===== config.mk =====
export PLATFORM = sky130hd
export DESIGN_NAME = ballot_box_arbiter_flat
export DESIGN_NICKNAME = d
export VERILOG_FILES = /design/src/rtl/ballot_box_arbiter_if.sv /design/src/rtl/ballot_box_arbiter.sv /design/src/flat_wrapper.sv
export SDC_FILE = /design/constraint.sdc
export NUM_CORES = 1
export LEC_CHECK = 0
export CORE_MARGIN = 1
export CORE_UTILIZATION = 30
export CTS_CLUSTER_SIZE = 28
export DETAILED_ROUTE_END_ITERATION = 7
export GPL_ROUTABILITY_DRIVEN = 0
export PLACE_DENSITY = 0.58
export SETUP_SLACK_MARGIN = 0.4
export SKIP_CTS_REPAIR_TIMING = 1
export SYNTH_ARGS = -nofsm -noshare
export SYNTH_HDL_FRONTEND = slang
export SYNTH_SLANG_ARGS = --single-unit

===== constraint.sdc =====
create_clock -name clk -period 5.75 [get_ports clk]
set_input_delay 0.8625 -clock clk [delete_from_list [all_inputs] [get_ports clk]]
set_output_delay 0.8625 -clock clk [all_outputs]
set_load 0.05 [all_outputs]

===== src/rtl/ballot_box_arbiter_if.sv =====
`default_nettype none
// ============================================================================
//  Module      : ballot_box_arbiter_if
//  Description : Bundle between the four ballot-box front ends and the
//                arbiter/phase sequencer in front of the tally datapath.
//                master : requester side (drives req and fields, sees results)
//                slave  : arbiter side (samples requests, drives results)
//  Signals     : req[3:0], req_mode[7:0], req_userID[23:0], req_candidate[7:0]
//                grant[3:0], reject[3:0], out_valid, out_mode[1:0],
//                out_userID[5:0], out_candidate[1:0], phase[1:0]
//  Revision    : 1.0 - initial release
// ============================================================================
interface ballot_box_arbiter_if;
    logic [3:0]  req;
    logic [7:0]  req_mode;
    logic [23:0] req_userID;
    logic [7:0]  req_candidate;
    logic [3:0]  grant;
    logic [3:0]  reject;
    logic        out_valid;
    logic [1:0]  out_mode;
    logic [5:0]  out_userID;
    logic [1:0]  out_candidate;
    logic [1:0]  phase;

    modport master (
        output req, req_mode, req_userID, req_candidate,
        input  grant, reject, out_valid, out_mode, out_userID, out_candidate, phase
    );

    modport slave (
        input  req, req_mode, req_userID, req_candidate,
        output grant, reject, out_valid, out_mode, out_userID, out_candidate, phase
    );
endinterface
`default_nettype wire


===== src/rtl/ballot_box_arbiter.sv =====
`default_nettype none
// ============================================================================
//  Module      : ballot_box_arbiter
//  Description : Round-robin arbiter for four ballot boxes sharing one tally
//                port, with userID ownership check and election phase
//                sequencer (registration -> voting -> result).
//  Ports       : clk  - clock, rising edge
//                rst  - synchronous active-high reset
//                bus  - ballot_box_arbiter_if.slave (requests in, grant /
//                       reject / forwarded command / phase out)
//  Revision    : 1.0 - initial release
// ============================================================================
module ballot_box_arbiter #(
    parameter int REG_CYCLES  = 100,
    parameter int VOTE_CYCLES = 100,
    parameter int CNT_W       = 9
) (
    input  wire logic             clk,
    input  wire logic             rst,
    ballot_box_arbiter_if.slave   bus
);

    localparam logic [CNT_W-1:0] C_REG_END = CNT_W'(REG_CYCLES);
    localparam logic [CNT_W-1:0] C_CNT_MAX = CNT_W'(REG_CYCLES + VOTE_CYCLES);

    typedef enum logic [1:0] {
        PH_REG    = 2'b00,
        PH_VOTE   = 2'b01,
        PH_RESULT = 2'b10
    } phase_t;

    phase_t            phase_q, phase_d;
    logic [CNT_W-1:0]  cnt_q, cnt_d;
    logic [1:0]        ptr_q, ptr_d;
    logic [3:0]        grant_q, grant_d;
    logic [3:0]        reject_q, reject_d;
    logic              valid_q, valid_d;
    logic [1:0]        mode_q, mode_d;
    logic [5:0]        uid_q, uid_d;
    logic [1:0]        cand_q, cand_d;

    logic [3:0]        w_elig;
    logic              w_found;
    logic [1:0]        w_win;

    // Per-box views of the packed request fields
    logic [1:0]        w_mode_a [4];
    logic [5:0]        w_uid_a  [4];
    logic [1:0]        w_cand_a [4];

    for (genvar g = 0; g < 4; g++) begin : g_unpack
        assign w_mode_a[g] = bus.req_mode[2*g +: 2];
        assign w_uid_a[g]  = bus.req_userID[6*g +: 6];
        assign w_cand_a[g] = bus.req_candidate[2*g +: 2];
    end

    // Box granted this cycle still shows its old request; masking it
    // prevents the same transaction from being taken twice.
    assign w_elig = bus.req & ~grant_q;

    always_comb begin
        logic [1:0] idx;
        w_found = 1'b0;
        w_win   = ptr_q;
        idx     = ptr_q;
        for (int k = 0; k < 4; k++) begin
            idx = ptr_q + 2'(k);
            if (!w_found && w_elig[idx]) begin
                w_found = 1'b1;
                w_win   = idx;
            end
        end
    end

    always_comb begin
        cnt_d    = (cnt_q == C_CNT_MAX) ? cnt_q : cnt_q + 1'b1;
        // Phase follows the counter value being loaded, so phase changes on
        // the same edge the counter reaches the boundary.
        if (cnt_d < C_REG_END)      phase_d = PH_REG;
        else if (cnt_d < C_CNT_MAX) phase_d = PH_VOTE;
        else                        phase_d = PH_RESULT;

        ptr_d    = ptr_q;
        grant_d  = '0;
        reject_d = '0;
        valid_d  = 1'b0;
        mode_d   = mode_q;
        uid_d    = uid_q;
        cand_d   = cand_q;

        if (w_found) begin
            grant_d[w_win] = 1'b1;
            ptr_d          = w_win + 2'd1;
            // Judged against the phase currently published, not the next one
            if ((w_uid_a[w_win][5:4] != w_win) || (phase_q == PH_RESULT)) begin
                reject_d[w_win] = 1'b1;
            end else begin
                valid_d = 1'b1;
                mode_d  = w_mode_a[w_win];
                uid_d   = w_uid_a[w_win];
                cand_d  = w_cand_a[w_win];
            end
        end
    end

    always_ff @(posedge clk) begin
        if (rst) begin
            cnt_q    <= '0;
            phase_q  <= PH_REG;
            ptr_q    <= '0;
            grant_q  <= '0;
            reject_q <= '0;
            valid_q  <= 1'b0;
            mode_q   <= '0;
            uid_q    <= '0;
            cand_q   <= '0;
        end else begin
            cnt_q    <= cnt_d;
            phase_q  <= phase_d;
            ptr_q    <= ptr_d;
            grant_q  <= grant_d;
            reject_q <= reject_d;
            valid_q  <= valid_d;
            mode_q   <= mode_d;
            uid_q    <= uid_d;
            cand_q   <= cand_d;
        end
    end

    assign bus.grant         = grant_q;
    assign bus.reject        = reject_q;
    assign bus.out_valid     = valid_q;
    assign bus.out_mode      = mode_q;
    assign bus.out_userID    = uid_q;
    assign bus.out_candidate = cand_q;
    assign bus.phase         = phase_q;

endmodule
`default_nettype wire


===== src/flat_wrapper.sv =====
// flat-port wrapper written by rule: the top's interface ports become plain ports
module ballot_box_arbiter_flat 
#(
    parameter int REG_CYCLES  = 100,
    parameter int VOTE_CYCLES = 100,
    parameter int CNT_W       = 9
)
  (clk, rst, bus_req, bus_req_mode, bus_req_userID, bus_req_candidate, bus_grant, bus_reject, bus_out_valid, bus_out_mode, bus_out_userID, bus_out_candidate, bus_phase);
  ballot_box_arbiter_if bus_i ();
  input  wire logic clk;
  input  wire logic rst;
  input wire logic [$bits(bus_i.req)-1:0] bus_req;
  input wire logic [$bits(bus_i.req_mode)-1:0] bus_req_mode;
  input wire logic [$bits(bus_i.req_userID)-1:0] bus_req_userID;
  input wire logic [$bits(bus_i.req_candidate)-1:0] bus_req_candidate;
  output wire logic [$bits(bus_i.grant)-1:0] bus_grant;
  output wire logic [$bits(bus_i.reject)-1:0] bus_reject;
  output wire logic [$bits(bus_i.out_valid)-1:0] bus_out_valid;
  output wire logic [$bits(bus_i.out_mode)-1:0] bus_out_mode;
  output wire logic [$bits(bus_i.out_userID)-1:0] bus_out_userID;
  output wire logic [$bits(bus_i.out_candidate)-1:0] bus_out_candidate;
  output wire logic [$bits(bus_i.phase)-1:0] bus_phase;
  assign bus_i.req = bus_req;
  assign bus_i.req_mode = bus_req_mode;
  assign bus_i.req_userID = bus_req_userID;
  assign bus_i.req_candidate = bus_req_candidate;
  assign bus_grant = bus_i.grant;
  assign bus_reject = bus_i.reject;
  assign bus_out_valid = bus_i.out_valid;
  assign bus_out_mode = bus_i.out_mode;
  assign bus_out_userID = bus_i.out_userID;
  assign bus_out_candidate = bus_i.out_candidate;
  assign bus_phase = bus_i.phase;
  ballot_box_arbiter #(.REG_CYCLES(REG_CYCLES), .VOTE_CYCLES(VOTE_CYCLES), .CNT_W(CNT_W)) u_core (.clk(clk), .rst(rst), .bus(bus_i));
endmodule

==> run metrics, run 1 <==
IO Pins 67; DR WL met2 2140 um; final period utilization 61.1%; post-place instance area 2660 sq um; initial antenna violation count 0; Finished Layout Cells 355; Max Buffers Root-to-Sink 2; cell count after synthesis 214; sequential fraction of the synthesis area 32.8%; NumNets Final 329; Post-Place Cells 347; clk_skew 0.00464 ns; First DRT Iteration DRCs 85; Pwr Total 0.00119 W; syn avg cell area 9.13 sq um; Die ar. 6840 sq um; Met3 Routed Length 226 um; Row Count 29; Max FO, Critical Path 25; CTS tree done; P_leak 1.05 nW; GRT Util Overall 13.5%; synth warn 0; CP required 5.93 ns; Worst Hold Class flop to flop; CTS H-tree lvls 2; Clk pin slew, worst setup/hold paths 0.07 ns; RSZ-0062 raised after global routing false; Worst-Margin Slew 1.17 ns; Num CTS Buffers 5; pwr dens 430 nW/um^2; Hold Violations, Final 0; GRT Residual Overflow 0; Critical Path Sink Type flop; WP buf/inv 2; Area Overhead vs Synth 41.8%; post-route cell area 2770 sq um; critical path's slowest cell o311ai_4; crit-path max cell delay 1.04 ns; root buf cell clkbuf_8; Post-DRT Antenna Nets 0; final WL 4470 um; Fmax 285 MHz; Die H 82.7 um; commonest register cell after synthesis dfxtp_1; share of layout cells above drive strength 1 13.7%; Max-Cap Viols 0; drt pass-1 iters 4; status finished, final reports clean; Syn Nets 266; startpoint class of the critical path input port; n_diodes 0; setup TNS 0 ns; flops & latches, synth 32; Final setup viols 0; via count of the routed design 1680; Post-synth EDFFs 0; Post-synth ARST share 0%; via density per instance 4.73; WL met1 2050 um; commonest non-fill, non-tap cell in the layout clkdlybuf4s50_1; most frequent cells in the layout 66 x clkdlybuf4s50_1, 32 x dfxtp_1, 18 x nor2_1, 13 x mux2i_1; slew margin rel. 21.9%; first-pass GRT wire length 6920 um; largest net degree at the start of global routing 36; max-slew violation count 0; vias in the first global route 1522; CORE AREA 6310 sq um; minimum clock period 3.51 ns; CTS Sinks 32; Initial Utilization 30.9%; library cells used by synthesis 48; critical path type input port to flop; mapped cell area 1950 sq um; delay-heaviest family, CP compound AO/OA/AOI/OAI gates; port buffer count 66; clock insertion delay at the later pin of the skew report 0.28 ns; die width 82.7 um; Avg WL per Cell 12.6 um; worst path cell trace clkdlybuf4s50_1 -> nor2b_1 -> o22a_1 -> o2bb2ai_1 -> nor2_1 -> inv_2 -> o311ai_4 -> o21ai_1 -> o41ai_2; Max IR drop VDD 399 uV; Residual DRC 0; dpl hpwl 3340 um; top sig layer met4; CP arrival 3.69 ns
[through the flow]
stage / setup slack (ns) / util, % / hold slack [ns]
after floorplan: 3.26 / - / 0.505
after global placement: 2.09 / 42.1 / 0.552
after detailed placement: 1.96 / 42.1 / 0.555
after CTS: 2.24 / 43.9 / 0.571
after global routing: 1.99 / 43.9 / 0.598
final: 2.24 / 43.9 / 0.570
[final timing paths]
check                      startpoint                          end  slack (ns)  cells past startpoint
hold / removal        u_core.ptr_q[0]              u_core.ptr_q[0]        0.57                      2
setup / recovery           bus_req[1]  u_core.bus.out_candidate[0]        2.24                      9
hold reg to reg       u_core.ptr_q[0]              u_core.ptr_q[0]        0.57                      2
setup reg to reg  u_core.bus.grant[3]  u_core.bus.out_candidate[0]        2.96                      8
[routing by layer]
metal,vias to the layer above,track usage [%]
met1,751,16.9
met4,0,5.17
li1,885,-
met2,39,22.1
met5,-,0
met3,5,3.19
[cells in the mapped netlist, types with 2 or more instances]
cell | n | area, sq um
a21oi_1 | 7 | 35.0
and2_1 | 9 | 56.3
and3_1 | 4 | 25.0
buf_2 | 3 | 15.0
buf_6 | 3 | 33.8
clkbuf_1 | 6 | 22.5
dfxtp_1 | 32 | 641
ha_1 | 6 | 75.1
inv_1 | 6 | 22.5
mux2_1 | 2 | 22.5
mux2_2 | 8 | 90.1
mux2i_1 | 13 | 130
nand2_1 | 12 | 45.0
nand2b_1 | 3 | 18.8
nand3_1 | 5 | 25.0
nor2_1 | 18 | 67.6
nor2b_1 | 12 | 75.1
nor3_1 | 3 | 15.0
o21a_1 | 2 | 15.0
o21ai_0 | 10 | 50.1
o21ai_1 | 5 | 25.0
o21ai_2 | 5 | 43.8
o21bai_1 | 2 | 15.0
o41ai_1 | 5 | 43.8
o41ai_2 | 5 | 81.3
xnor2_1 | 3 | 26.3
xor2_1 | 4 | 35.0
[cell families after synthesis]
family                   synth area share [%]
AO/OA/AOI/OAI                            21.0
AND/OR/NAND/NOR                          21.4
buffers and inverters                    5.38
adder cells (fa/ha/maj)                  3.84
flip-flops                               32.8
XOR/XNOR                                 3.14
multiplexers                             12.4
[registers in the layout (all words and copies together), names as in the netlist]
signal,cells
u_core.bus.grant,4
u_core.bus.out_candidate,2
u_core.bus.out_mode,2
u_core.bus.out_userID,6
u_core.bus.out_valid,1
u_core.bus.phase,2
u_core.bus.reject,4
u_core.cnt_q,9
u_core.ptr_q,2
[worst register-to-register path: stages, from the launching register on]
cell	delay, ns
dfxtp_1	0.33
nor2b_2	0.22
o22ai_1	0.13
o2bb2ai_1	0.16
nor2_1	0.30
inv_2	0.23
o311ai_4	1.04
o21ai_1	0.19
o41ai_2	0.09
[final cells by class]
type                       count  area [sq um]
timing repair buffer          69           683
multi-input combinational    162          1210
fill                         647          3540
clock inverter                 3          42.5
clock buffer                   5          68.8
sequential                    32           641
inverter                       7          26.3
tap                           77          96.3
[power by group]
part / leakage (nW) / total [W] / internal [W] / switching (W)
Clock: 0.0541 / 0.000211 / 0.000128 / 0.0000834
Sequential: 0.262 / 0.000315 / 0.000281 / 0.0000345
Combinational: 0.738 / 0.000666 / 0.000260 / 0.000405
Total: 1.05 / 0.00119 / 0.000669 / 0.000523
Power figures use the tool's default switching activity.
==> inputs of run 2 (changes only) <==
--- a/config.mk
+++ b/config.mk
@@ -10,7 +10,7 @@
 export CTS_CLUSTER_SIZE = 28
 export DETAILED_ROUTE_END_ITERATION = 7
 export GPL_ROUTABILITY_DRIVEN = 0
-export PLACE_DENSITY = 0.58
+export PLACE_DENSITY = 0.6
 export SETUP_SLACK_MARGIN = 0.4
 export SKIP_CTS_REPAIR_TIMING = 1
 export SYNTH_ARGS = -nofsm -noshare
==> constraint.sdc (replaced) <==
create_clock -name clk -period 2.9 [get_ports clk]
set_input_delay 0.435 -clock clk [delete_from_list [all_inputs] [get_ports clk]]
set_output_delay 0.435 -clock clk [all_outputs]
set_load 0.05 [all_outputs]
==> run metrics, run 2 (same netlist as run 1, synthesis figures left out) <==
setup TNS 0 ns (unchanged); Reg area 641 sq um (unchanged); clock insertion delay at the later pin of the skew report 0.28 ns (about the same); Hold Violations, Final 0 (unchanged); Max FO, Critical Path 26 (was 25); CORE AREA 6310 sq um (unchanged); Max-Cap Viols 0 (unchanged); Die ar. 6840 sq um (unchanged); root buf cell clkbuf_8 (unchanged); initial antenna violation count 0 (unchanged); final period utilization 79.7%; max-slew violation count 0 (unchanged); critical path's slowest cell clkdlybuf4s50_1 (was o311ai_4); Die H 82.7 um (unchanged); most frequent cells in the layout 66 x clkdlybuf4s50_1, 32 x dfxtp_1, 17 x nor2_1, 13 x mux2i_1 (was 66 x clkdlybuf4s50_1, 32 x dfxtp_1, 18 x nor2_1, 13 x mux2i_1); port buffer count 66 (unchanged); hold path cells 2 (unchanged); area of the multi-input gates 1210 sq um (about the same); first-pass GRT wire length 6580 um (was 6920 um); minimum clock period 2.31 ns; die width 82.7 um (unchanged); critical path type input port to flop (unchanged); worst reg2reg setup slack 0.84 ns (was 2.96 ns); Crit path top cell by count buf_12; Area Overhead vs Synth 43.1% (was 41.8%); clk_skew 0.0110 ns (was 0.00464 ns); pwr dens 849 nW/um^2 (was 430 nW/um^2); Fmax 433 MHz; post-place instance area 2700 sq um (was 2660 sq um); vias in the first global route 1435 (was 1522); via density per instance 4.75 (was 4.73); NumNets Final 331 (was 329); GRT Residual Overflow 0 (unchanged); RSZ-0062 raised after global routing false (unchanged); Clk pin slew, worst setup/hold paths 0.07 ns (about the same); Num CTS Buffers 5 (unchanged); Residual DRC 0 (unchanged); drt pass-1 iters 4 (unchanged); Initial Utilization 30.9% (unchanged); First DRT Iteration DRCs 64 (was 85); r2r worst-path depth 9 (was 8); worst setup path startpoint bus_req[1] (unchanged); Max IR drop VDD 561 uV (was 399 uV); CTS tree done (unchanged); final WL 4310 um (was 4470 um); n_diodes 0 (unchanged); Avg WL per Cell 12.1 um (was 12.6 um); worst r2r dst u_core.bus.phase[0] (was u_core.bus.out_candidate[0]); CP required 3.08 ns (was 5.93 ns); Critical Path Sink Type flop (unchanged); CTS Sinks 32 (unchanged); share of layout cells above drive strength 1 14.3% (was 13.7%); Largest Register u_core.cnt_q (unchanged); slew margin rel. 64.5% (was 21.9%); Worst Hold Class flop to flop (unchanged); Setup crit end u_core.bus.out_userID[3] (was u_core.bus.out_candidate[0]); Post-DRT Antenna Nets 0 (unchanged); Pwr Total 0.00237 W (was 0.00119 W); dpl hpwl 3220 um (was 3340 um); status finished, final reports clean (unchanged); via count of the routed design 1695 (was 1680); Largest register FFs 9 (unchanged); worst path cell trace clkdlybuf4s50_1 -> nor2b_1 -> o21bai_1 -> o21a_1 -> buf_12 -> nor3b_2 -> o311ai_4 -> buf_12 -> o41ai_1 (was clkdlybuf4s50_1 -> nor2b_1 -> o22a_1 -> o2bb2ai_1 -> nor2_1 -> inv_2 -> o311ai_4 -> o21ai_1 -> o41ai_2); RR Startpoint u_core.cnt_q[0] (was u_core.bus.grant[3]); GRT Util Overall 12.8% (was 13.5%); startpoint class of the critical path input port (unchanged); crit-path max cell delay 0.47 ns (was 1.04 ns); filler cell count 649 (was 647); CTS H-tree lvls 2 (unchanged); largest net degree at the start of global routing 35 (was 36); commonest non-fill, non-tap cell in the layout clkdlybuf4s50_1 (unchanged); P_leak 1.06 nW (was 1.05 nW); CP arrival 2.49 ns (was 3.69 ns); Worst-Margin Slew 0.530 ns (was 1.17 ns); Row Count 29 (unchanged); Max Buffers Root-to-Sink 2 (unchanged); Final setup viols 0 (unchanged); IO Pins 67 (unchanged); post-route cell area 2800 sq um (was 2770 sq um)
## run 2: cell types whose count changed in the layout (fill, tap and decap cells not counted), sizes merged
cell	previous run	this run
bufinv	1	0
clkbuf	5	7
buf	3	5
clkinv	1	0
## run 2: through the flow
stage | setup slack (ns) | utilization (%) | hold WS [ns] | cells
finish | 0.588 | 44.3 | 0.555 | 357
global route | 0.429 | 44.3 | 0.608 | 357
CTS | 0.541 | 44.2 | 0.563 | 357
detailed placement | 0.246 | 42.7 | 0.547 | 349
global placement | 0.277 | 42.7 | 0.542 | 349
floorplan | 0.642 | - | 0.505 | 214
## run 2: layout make-up
class,instances,share of cell area (%)
inverter,7,0.940
timing repair buffer,71,25.9
clock buffer,7,3.09
sequential,32,22.9
tap,77,3.45
multi-input combinational,162,43.5
clock inverter,1,0.269
## run 2: critical path, delay by kind of cell
family          cells  cell delay (ns)
simple gates        2             0.51
buf+inv             3             0.82
compound gates      4             0.72
## run 2: report_power, final
| group | switching [W] | internal, W |
|---|---|---|
| Sequential | 0.0000688 | 0.000557 |
| Clock | 0.000161 | 0.000193 |
| Combinational | 0.000820 | 0.000574 |
| Total | 0.00105 | 0.00132 |
## run 2: worst min-delay path by stage
stage	endpoint	from
finish	u_core.cnt_q[8]	u_core.cnt_q[8]
detailed placement	u_core.cnt_q[8]	u_core.cnt_q[8]
floorplan	u_core.cnt_q[8]	u_core.cnt_q[8]
global placement	u_core.cnt_q[8]	u_core.cnt_q[8]
CTS	u_core.cnt_q[8]	u_core.cnt_q[8]
global route	u_core.bus.out_userID[2]	u_core.bus.out_userID[2]
## run 2: metal layers
layer,GRT usage (%),up-vias,part of all wire [%]
met5,0,-,0
met1,16.1,762,47
li1,-,890,-
met3,3.52,5,4.7
met2,21.4,38,48
met4,3.62,0,0.67
